### src/rtl/npc_pkg.sv
`default_nettype none
// ============================================================================
// Module   : npc_pkg
// Brief    : Shared next-PC select encodings and default PC constants.
// Revision : 1.0
// ============================================================================
package npc_pkg;

    typedef enum logic [2:0] {
        NPC_N    = 3'd0,
        NPC_B    = 3'd1,
        NPC_J    = 3'd2,
        NPC_JR   = 3'd3,
        NPC_JAL  = 3'd4,
        NPC_JALR = 3'd5,
        NPC_JRRA = 3'd6
    } npc_op_e;

    localparam logic [31:0] c_reset_pc   = 32'h0000_3000;
    localparam logic [31:0] c_exc_vector = 32'h0000_4180;

    // Link instructions push their return address onto the RAS.
    function automatic logic is_link(input logic [2:0] op);
        return (op == NPC_JAL) || (op == NPC_JALR);
    endfunction

endpackage
`default_nettype wire

### src/rtl/ras_stack.sv
`default_nettype none
// ============================================================================
// Module   : ras_stack
// Brief    : Circular return-address stack with saturating occupancy count.
// Revision : 1.0
// ============================================================================
module ras_stack #(
    parameter int RAS_DEPTH = 8,
    parameter int PTR_W     = $clog2(RAS_DEPTH)
) (
    input  logic        clk,
    input  logic        reset,
    input  logic        push,
    input  logic        pop,
    input  logic [31:0] din,
    output logic [31:0] top,
    output logic        empty,
    output logic        full
);

    localparam logic [PTR_W:0] c_depth = (PTR_W + 1)'(RAS_DEPTH);

    logic [31:0]      r_mem [RAS_DEPTH];
    logic [PTR_W-1:0] r_ptr;      // next free slot; top entry sits just below
    logic [PTR_W:0]   r_count;
    logic [PTR_W-1:0] w_top_idx;

    assign w_top_idx = r_ptr - 1'b1;

    // When full, the write slot coincides with the oldest entry, so a push
    // naturally overwrites it while the count saturates.
    always_ff @(posedge clk or negedge reset) begin
        if (!reset) begin
            r_ptr   <= '0;
            r_count <= '0;
            for (int i = 0; i < RAS_DEPTH; i++) begin
                r_mem[i] <= '0;
            end
        end else if (push) begin
            r_mem[r_ptr] <= din;
            r_ptr        <= r_ptr + 1'b1;
            if (r_count != c_depth) begin
                r_count <= r_count + 1'b1;
            end
        end else if (pop && (r_count != '0)) begin
            r_ptr   <= w_top_idx;
            r_count <= r_count - 1'b1;
        end
    end

    assign top   = r_mem[w_top_idx];
    assign empty = (r_count == '0);
    assign full  = (r_count == c_depth);

endmodule
`default_nettype wire

### src/rtl/npc_ras.sv
`default_nettype none
// ============================================================================
// Module   : npc_ras
// Brief    : Fetch PC register and next-PC selection with RAS-predicted jr $ra.
// Revision : 1.0
// ============================================================================
module npc_ras
    import npc_pkg::*;
#(
    parameter logic [31:0] RESET_PC   = c_reset_pc,
    parameter logic [31:0] EXC_VECTOR = c_exc_vector,
    parameter int          RAS_DEPTH  = 8,
    parameter int          PTR_W      = $clog2(RAS_DEPTH)
) (
    input  logic        clk,
    input  logic        reset,
    input  logic        req,
    input  logic        eret,
    input  logic [31:0] epc,
    input  logic        fix,
    input  logic [31:0] fix_pc,
    input  logic        stall,
    input  logic [2:0]  op_npc,
    input  logic        b_flag,
    input  logic [31:0] d_pc,
    input  logic [31:0] br_off,
    input  logic [25:0] index,
    input  logic [31:0] rs,
    output logic [31:0] f_pc,
    output logic [31:0] npc,
    output logic        ras_used,
    output logic        ras_empty,
    output logic        ras_full
);

    logic [31:0] r_f_pc;
    logic [31:0] w_seq_pc;
    logic [31:0] w_br_target;
    logic [31:0] w_jump_target;
    logic [31:0] w_ras_top;
    logic        w_override;
    logic        w_push;
    logic        w_pop;

    assign w_seq_pc      = r_f_pc + 32'd4;
    assign w_br_target   = d_pc + 32'd4 + (br_off << 2);
    assign w_jump_target = {d_pc[31:28], index, 2'b00};

    // Any redirect or stall means the D-stage instruction is not advancing,
    // so it must not touch the RAS.
    assign w_override = req | eret | fix | stall;
    assign w_push     = !w_override && is_link(op_npc);
    assign w_pop      = !w_override && (op_npc == NPC_JRRA) && !ras_empty;
    assign ras_used   = w_pop;

    always_comb begin
        npc = w_seq_pc;
        if (req) begin
            npc = EXC_VECTOR;
        end else if (eret) begin
            npc = epc;
        end else if (fix) begin
            npc = fix_pc;
        end else if (stall) begin
            npc = r_f_pc;
        end else begin
            case (op_npc)
                NPC_B:              npc = b_flag ? w_br_target : w_seq_pc;
                NPC_J, NPC_JAL:     npc = w_jump_target;
                NPC_JR, NPC_JALR:   npc = rs;
                NPC_JRRA:           npc = ras_empty ? rs : w_ras_top;
                default:            npc = w_seq_pc;
            endcase
        end
    end

    always_ff @(posedge clk or negedge reset) begin
        if (!reset) begin
            r_f_pc <= RESET_PC;
        end else begin
            r_f_pc <= npc;
        end
    end

    assign f_pc = r_f_pc;

    ras_stack #(
        .RAS_DEPTH (RAS_DEPTH),
        .PTR_W     (PTR_W)
    ) u_ras_stack (
        .clk   (clk),
        .reset (reset),
        .push  (w_push),
        .pop   (w_pop),
        .din   (d_pc + 32'd8),
        .top   (w_ras_top),
        .empty (ras_empty),
        .full  (ras_full)
    );

endmodule
`default_nettype wire

### config.mk
export PLATFORM = sky130hd
export DESIGN_NAME = npc_ras
export DESIGN_NICKNAME = d
export VERILOG_FILES = /design/src/rtl/npc_pkg.sv /design/src/rtl/ras_stack.sv /design/src/rtl/npc_ras.sv
export SDC_FILE = /design/constraint.sdc
export NUM_CORES = 1
export LEC_CHECK = 0
export CAP_MARGIN = 30
export CORE_UTILIZATION = 30
export CTS_BUF_LIST = sky130_fd_sc_hd__clkbuf_2 sky130_fd_sc_hd__clkbuf_4 sky130_fd_sc_hd__clkbuf_8
export DETAILED_ROUTE_END_ITERATION = 10
export SLEW_MARGIN = 20
export SYNTH_ARGS = -nofsm -noshare
export SYNTH_HDL_FRONTEND = slang
export SYNTH_SLANG_ARGS = --single-unit
### constraint.sdc
create_clock -name clk -period 3.5 [get_ports clk]
set_clock_uncertainty 0.2 [all_clocks]
set_input_delay 0.525 -clock clk [delete_from_list [all_inputs] [get_ports clk]]
set_output_delay 0.525 -clock clk [all_outputs]
set_load 0.01 [all_outputs]
==> results of run 1 <==
-- state kept, by name, summed over array words and instances (netlist names) --
signal / cells
f_pc: 32
u_ras_stack.r_count: 4
u_ras_stack.r_mem: 256
u_ras_stack.r_ptr: 3
-- worst min path at each step --
stage                                startpoint                    end  cells after the start
after floorplan                           reset                f_pc[0]                      0
after detailed placement  u_ras_stack.r_mem[83]  u_ras_stack.r_mem[83]                      2
after CTS                               d_pc[2]  u_ras_stack.r_mem[98]                      3
after global routing                    d_pc[2]  u_ras_stack.r_mem[98]                      3
after global placement    u_ras_stack.r_mem[61]  u_ras_stack.r_mem[61]                      2
final                                   d_pc[2]  u_ras_stack.r_mem[98]                      3
-- synth_stat cells (9+ instances only) --
cell type  number
nor3_1         21
inv_1          44
nor2_1        157
a31oi_1         9
a21oi_1       133
nand2b_1        9
mux4_2         60
nand2_1       266
a21o_1         18
and3_1         17
o211ai_1       17
buf_2          31
nand4_1        21
o22ai_1        10
nand3_1        32
a211oi_1       22
xnor2_1        51
mux2i_1        37
maj3_1         33
dfrtp_1       293
mux2_2         37
clkbuf_1       81
ha_1           63
xor2_1         32
o21ai_0       257
a221oi_1       21
-- tightest hold or removal path, delay by kind of cell --
family | cells | cell delay (ns)
buf+inv | 2 | 0.18
mux | 1 | 0.13
-- power by group through the flow --
| stage | clock [mW] | sequential [mW] | combinational [mW] |
|---|---|---|---|
| final | 3.45 | 4.05 | 6.91 |
| after global routing | 3.68 | 4.09 | 7.34 |
| after CTS | 3.53 | 4.04 | 6.63 |
| after detailed placement | 0 | 4.10 | 5.32 |
| after global placement | 0 | 4.07 | 5.28 |
| after floorplan | 0 | 4.06 | 2.89 |
-- area by class of cell --
class / instances / area [um^2] / area share [%]
Inverter: 45 / 174 / 0.627
Tap cell: 773 / 967 / 3.49
Clock buffer: 78 / 992 / 3.58
Timing Repair Buffer: 736 / 6580 / 23.7
Multi-Input combinational cell: 1454 / 11500 / 41.5
Sequential cell: 295 / 7390 / 26.6
Clock inverter: 11 / 133 / 0.478
-- kinds of logic after synthesis --
logic type,count (synthesis)
AND/OR/NAND/NOR,573
AO/OA/AOI/OAI,561
flip-flops,295
buffers and inverters,179
multiplexers,138
adder cells (fa/ha/maj),98
XOR/XNOR,84
-- routing by layer --
metal | vias up | global-route usage (%) | wire, um
met5 | - | 0 | 23
met4 | 4 | 9.28 | 3110
met1 | 8753 | 28.3 | 30100
li1 | 8319 | - | -
met2 | 625 | 40.4 | 35300
met3 | 145 | 3.67 | 3800
-- timing repair --
item	CTS	global route
hold endpoints to repair	59	0
endpoints found under the setup margin	33	34
setup buffers	67	18
hold buffers	1	0
gates resized for setup	501	39
gates cloned	0	1
pin swaps	129	34
-- metrics by stage --
step,worst slack (ns),hold WS (ns)
final,-0.617,0.0675
after global routing,-0.746,0.0422
after CTS,-0.662,0.0299
after detailed placement,-1.50,0.266
after global placement,-1.49,0.253
after floorplan,-0.0233,0.0294
==> impl_results.md, run 1 <==
- Status: finished with violations
- Failing checks: setup timing
- Post-detail-place hpwl: 54,700 um
- Fillers: 5,483
- Mux share of post-synthesis cell area: 12.3%
- Clk pin slew, worst setup/hold paths: 0.06 ns
- Final setup violating endpoints: 33
- CTS Sinks: 295
- Setup crit end kind: output pin
- Htree depth: 2
- Peak VDD IR: 0.000366 V
- Top post-synthesis cells by area: dfrtp_1, mux4_2, o21ai_0, nand2_1, ha_1
- Syn_nets: 2,189
- Kind of critical path: reg2out
- Total negative slack: -14.09 ns
- First-pass GRT wire length: 111,000 um
- Levels on crit path: 15
- Origin of the worst setup path: u_ras_stack.r_ptr[0]
- FFs w/ async S/R, synth: 100%
- Largest family of logic cells by synthesized area: compound AO/OA/AOI/OAI gates
- Power Density: 519 nW/um^2
- Critical Path AT: 3.39 ns
- Reg2reg path depth: 22
- Placed cell count: 3,229
- DR iter-0 viols: 1,114
- Synth unique cells: 80
- Switch Pwr: 4.89 mW
- Compound-Gate Fraction of Synth Area: 18.4%
- Worst R2R Start: u_ras_stack.r_ptr[0]
- Synth top area share: 40.2%
- Hold Fails Final Rpt: 0
- Yosys warns: 0
- Placer Congestion: 0.944
- Core Region: 59,600 um^2
- Routed WL per cell: 21.3 um
- Wirelength, routed: 72,300 um
- Clock network fraction of total power: 24.0%
- Comb power frac: 48.0%
- R2R Path End: f_pc[23]
- Diode count: 0
- Seq pwr share: 28.1%
- Root buffer cell: clkbuf_8
- Synthesized flop and latch total: 295
- Final period utilization: 118%
- Pleak: 12.2 nW
- Area after DPL: 24,600 um^2
- FMAX: 243 MHz
- Max_slew headroom: 48.0%
- Initial antenna violation count: 4
- Residual DRC: 0
- CTS tree: done
- Synth Cell Area: 18,200 um^2
- CP max stage cell: dfrtp_4
- Area Growth Syn to Fin: 52.2%
- Post-synthesis adder-cell area fraction: 6.36%
- Power consumption: 14.4 mW
- P_int: 9.52 mW
- # IOs: 263
- Total CTS buffers: 49
- MaxCap Viol Count: 0
- Chip width: 249 um
- CP max stage delay: 0.45 ns
- Synth Instances: 1,928
- Worst Path Max Fanout: 11
- Vias per cell: 5.26
- Vias in the first global route: 18,600
- Rows: 89
- Non-filler cells, final: 3,392
- Crit path buf inv count: 7
- Fraction of layout instances using a drive strength above 1: 35.6%
- Post-route cell area: 27,700 um^2
- Starting Density: 30.6%
- Post-synth EDFFs: 0
- Die Height: 249 um
- GR Util All Layers: 23.1%
- RSZ-0062 raised after global routing: yes
- Ys flop type: dfrtp_1
- Setup ws final: -0.617 ns
- Drt first pass iters: 5
- Worst path required time: 2.77 ns
- Final min period: 4.12 ns
- Antenna Nets Post-Route: 0
- Largest net degree at the start of global routing: 88
- Total die area: 61,800 um^2
- Global route overflow: 0
- CP delay by family, top: buffers and inverters
- Crit path top cell by count: buf_6
- Count of input and output buffers: 260
- Mean post-synth cell area: 9.46 um^2
- Worst reg2reg setup slack: -0.43 ns
- Measured slew at the worst slew-check pin: 0.774 ns
- HP Class: in2reg
- Util after Layout: 46.6%
- Final net count: 2,842
- Switching Fraction: 33.9%
- CTS max path bufs: 3
- Dominant cell type by area after synthesis: dfrtp_1
- Crit path to: npc[24]
- Sequential share of the synthesized area: 40.5%
- Setup crit start kind: flip-flop
- Via count: 17,800
- Final max-slew violation count: 0
- Simple-gate share of the synthesized area: 14.0%
- Commonest non-fill, non-tap cells in the layout: buf_4, dfrtp_1, nand2_1, o21ai_0, clkdlybuf4s50_1
- Commonest non-fill, non-tap cell in the layout: buf_4
- Sequence of cells on the critical path: inv_4 > ha_4 > buf_4 > buf_6 > buf_6 > buf_6 > mux4_2 > mux2i_1 > buf_4 > nand2_1 > o211ai_1 > o2111ai_1 > a221oi_2 > a211oi_2 > buf_2
- XOR/XNOR share of the synthesized area: 4.08%
- Clock Latency Late Sink: 0.62 ns
Note: power is estimated with default switching activity, not from simulation.
==> inputs of run 2 (changes only) <==
--- a/config.mk
+++ b/config.mk
@@ -5,9 +5,9 @@
 export SDC_FILE = /design/constraint.sdc
 export NUM_CORES = 1
 export LEC_CHECK = 0
+export ABC_AREA = 1
 export CAP_MARGIN = 30
 export CORE_UTILIZATION = 30
-export CTS_BUF_LIST = sky130_fd_sc_hd__clkbuf_2 sky130_fd_sc_hd__clkbuf_4 sky130_fd_sc_hd__clkbuf_8
 export DETAILED_ROUTE_END_ITERATION = 10
 export SLEW_MARGIN = 20
 export SYNTH_ARGS = -nofsm -noshare
==> run 2 against run 1 <==
Effect of this change:
- the flow still finishes with violations (setup timing)
- register-to-register slack gained 1.1 ns
- via count grew 17%
- sequential share of layout area shrank 0.54 points
- cell count grew 21%
- utilization shrank 1.7 points
- combinational power grew 35%
- critical path type unchanged
- critical endpoint is now npc[17]
==> impl_results.md, run 2 <==
- GR Util All Layers: 23.9% (+0.76 points)
- Pleak: 13.1 nW (+7.3%)
- Die Height: 255 um (+2.5%)
- # IOs: 263 (unchanged)
- Fraction of layout instances using a drive strength above 1: 26.4% (-9.2 points)
- Post-synth EDFFs: 0 (unchanged)
- Total CTS buffers: 36 (-27%)
- Kind of critical path: reg2out
- Chip width: 255 um (+2.5%)
- Count of input and output buffers: 260 (unchanged)
- CP max stage delay: 0.43 ns (-0.02 ns)
- Mean post-synth cell area: 6.99 um^2 (-26%)
- Peak VDD IR: 0.000406 V (+11%)
- Area Growth Syn to Fin: 47.9%
- Vias in the first global route: 20,000 (+7.3%)
- Power Density: 628 nW/um^2 (+21%)
- Placer Congestion: 0.982 (+4.1%)
- Vias per cell: 5.10 (-3.1%)
- Final period utilization: 106% (-12 points)
- Rows: 92 (+3.4%)
- Yosys warns: 0 (unchanged)
- Failing checks: setup timing
- Critical Path AT: 2.98 ns (-0.41 ns)
- Core Region: 63,100 um^2 (+5.9%)
- Crit path top cell by count: nand2_1
- Syn_nets: 3,001 (+37%)
- Clk pin slew, worst setup/hold paths: 0.06 ns (about the same)
- RSZ-0062 raised after global routing: yes
- Switch Pwr: 7.32 mW (+50%)
- Total die area: 64,900 um^2 (+5.0%)
- Htree depth: 2 (unchanged)
- Final max-slew violation count: 0 (unchanged)
- DR iter-0 viols: 1,926 (+73%)
- Clock network fraction of total power: 24.8% (+0.8 points)
- Placed cell count: 3,983 (+23%)
- Worst path required time: 2.77 ns (about the same)
- Root buffer cell: clkbuf_16
- CP max stage cell: dfrtp_4
- CTS tree: done
- Initial antenna violation count: 7 (+3)
- Starting Density: 30.4% (-0.23 points)
- Antenna Nets Post-Route: 0 (unchanged)
- Largest net degree at the start of global routing: 85 (-3.4%)
- Most frequent cells after synthesis: nand2_1, o21ai_0, dfrtp_1
- Comb power frac: 52.3% (+4.3 points)
- Top post-synthesis cells by area: dfrtp_1, nand2_1, o21ai_0, inv_1, nor2_1
- Status: finished with violations
- Routed WL per cell: 19.5 um (-8.3%)
- Cell with the most instances after synthesis: nand2_1
- FMAX: 270 MHz (+11%)
- Hold Fails Final Rpt: 0 (unchanged)
- Max reg flops: 256 (unchanged)
- Setup crit start kind: flip-flop
- FFs w/ async S/R, synth: 100% (unchanged)
- Synth Instances: 2,740 (+42%)
- HP Class: in2reg
- Ys flop type: dfrtp_1
- Final net count: 3,485 (+23%)
- Max_slew headroom: 46.8% (-1.2 points)
- Synthesized flop and latch total: 295 (unchanged)
- Sequence of cells on the critical path: clkinv_4 > ha_4 > inv_8 > buf_12 > buf_6 > o21ai_2 > o22ai_1 > nand2_1 > nand2_2 > o21bai_1 > nand3_1 > a21oi_1 > o21ai_1 > nand2_1 > a21oi_2 > buf_2
- MaxCap Viol Count: 0 (unchanged)
- Worst Path Max Fanout: 6 (-5)
- Synth top area share: 38.3% (-1.9 points)
- Clock Latency Late Sink: 0.57 ns (-0.05 ns)
- Switching Fraction: 41.1% (+7.2 points)
- Dominant cell type by area after synthesis: dfrtp_1
- Min Hold Slack: 0.206 ns (+0.139 ns)
- Synth unique cells: 55 (-31%)
- Post-detail-place hpwl: 57,000 um (+4.1%)
- P_int: 10.5 mW (+10%)
- Commonest non-fill, non-tap cell in the layout: nand2_1
- Measured slew at the worst slew-check pin: 0.798 ns (+0.0233 ns)
- DP Worst Slack: -1.18 ns (+0.319 ns)
- Wirelength, routed: 80,200 um (+11%)
- Setup ws final: -0.202 ns (+0.415 ns)
- Drt first pass iters: 9 (+4)
- Final min period: 3.70 ns (-0.415 ns)
- Residual DRC: 0 (unchanged)
- CTS Sinks: 295 (unchanged)
- Final setup violating endpoints: 32 (-3.0%)
- Commonest non-fill, non-tap cells in the layout: nand2_1, o21ai_0, dfrtp_1, buf_4, inv_1
- Via count: 20,900 (+17%)
- Global route overflow: 0 (unchanged)
- Non-filler cells, final: 4,108 (+21%)
- Setup crit end kind: output pin
- CTS max path bufs: 3 (unchanged)
- Sequential share of the synthesized area: 38.5% (-2.0 points)
- Synth Cell Area: 19,200 um^2 (+5.1%)
- First-pass GRT wire length: 119,000 um (+6.5%)
- Seq pwr share: 22.9% (-5.2 points)
- Biggest register: u_ras_stack.r_mem
-- run 2: cell types whose count changed in the layout (fill, tap and decap cells not counted), moves of 39 or more --
| cell | change |
|---|---|
| inv_1 | +178 |
| buf_4 | -123 |
| nand3_2 | +45 |
| clkbuf_8 | -59 |
| nor2_1 | +39 |
| o21ai_0 | +66 |
| nand2_1 | +482 |
| nand2_2 | +59 |
| mux4_2 | -61 |
| o22ai_1 | +43 |
| clkbuf_16 | +39 |
| o21ai_1 | +118 |
-- run 2: cell families after synthesis --
logic type	share of synthesized area, %
fa+ha+maj	4.32
flops	38.5
simple gates	27.3
xor+xnor	2.55
mux	0.0588
compound gates	19.4
buf+inv	7.84
-- run 2: final timing paths --
check	start	endpoint	slack, ns	cells after the start
setup / recovery	u_ras_stack.r_ptr[0]	npc[17]	-0.20	16
hold / removal	d_pc[3]	u_ras_stack.r_mem[195]	0.21	3
setup reg to reg	u_ras_stack.r_ptr[0]	f_pc[3]	0.70	16
hold reg to reg	u_ras_stack.r_mem[60]	u_ras_stack.r_mem[60]	0.28	2
max in group asynchronous	reset	f_pc[12]	1.89	3
min in group asynchronous	reset	u_ras_stack.r_mem[90]	0.34	2
-- run 2: timing repair --
| item | in CTS | in global routing |
|---|---|---|
| hold buffers | 1 | 0 |
| endpoints found under the hold margin | 74 | 0 |
| resized for setup | 523 | 242 |
| gates cloned | 4 | 4 |
| endpoints found under the setup margin | 32 | 33 |
| buffers inserted | 26 | 23 |
| pin swaps | 112 | 177 |
-- run 2: power groups by stage --
stage / sequential, mW / combinational, mW / clock [mW]
floorplan: 4.08 / 3.69 / 0
global placement: 4.11 / 7.13 / 0
detailed placement: 4.12 / 7.15 / 0
CTS: 4.07 / 8.52 / 4.46
global route: 4.13 / 9.93 / 4.59
finish: 4.08 / 9.31 / 4.40
-- run 2: critical path, delay by kind of cell (launching register included) --
kind / cells / cell delay [ns]
buffers and inverters: 5 / 0.54
adders and majority gates: 1 / 0.40
and+or+nand+nor: 4 / 0.43
DFF: 1 / 0.43
AOI/OAI and AO/OA: 6 / 0.61
-- run 2: area by class of cell --
class / instances / area [um^2]
repair buffers: 585 / 5310
clock inverters: 20 / 395
well taps: 846 / 1060
flip-flops and latches: 295 / 7390
diodes: 10 / 25.0
clock buffers: 46 / 998
fillers: 6456 / 34800
multi-input cells: 2064 / 12200
inverters: 242 / 931
-- run 2: layer usage --
metal	track usage, %	vias up	wire length (um)
li1	-	10000	-
met1	33.8	9979	35400
met2	36.2	822	35700
met3	4.44	129	6650
met4	7.99	0	2460
met5	0	-	0
-- run 2: stage by stage --
step | total power [mW] | utilization, % | TNS (ns) | cell area, um^2
2_1_floorplan | 7.76 | - | 0 | 19200
3_3_place_gp | 11.2 | 39.1 | -32.74 | 24700
3_5_place_dp | 11.3 | 39.1 | -33.04 | 24700
4_1_cts | 17.0 | 43.9 | -4.96 | 27700
5_1_grt | 18.7 | 44.9 | -8.10 | 28300
6_report | 17.8 | 44.9 | -4.74 | 28300
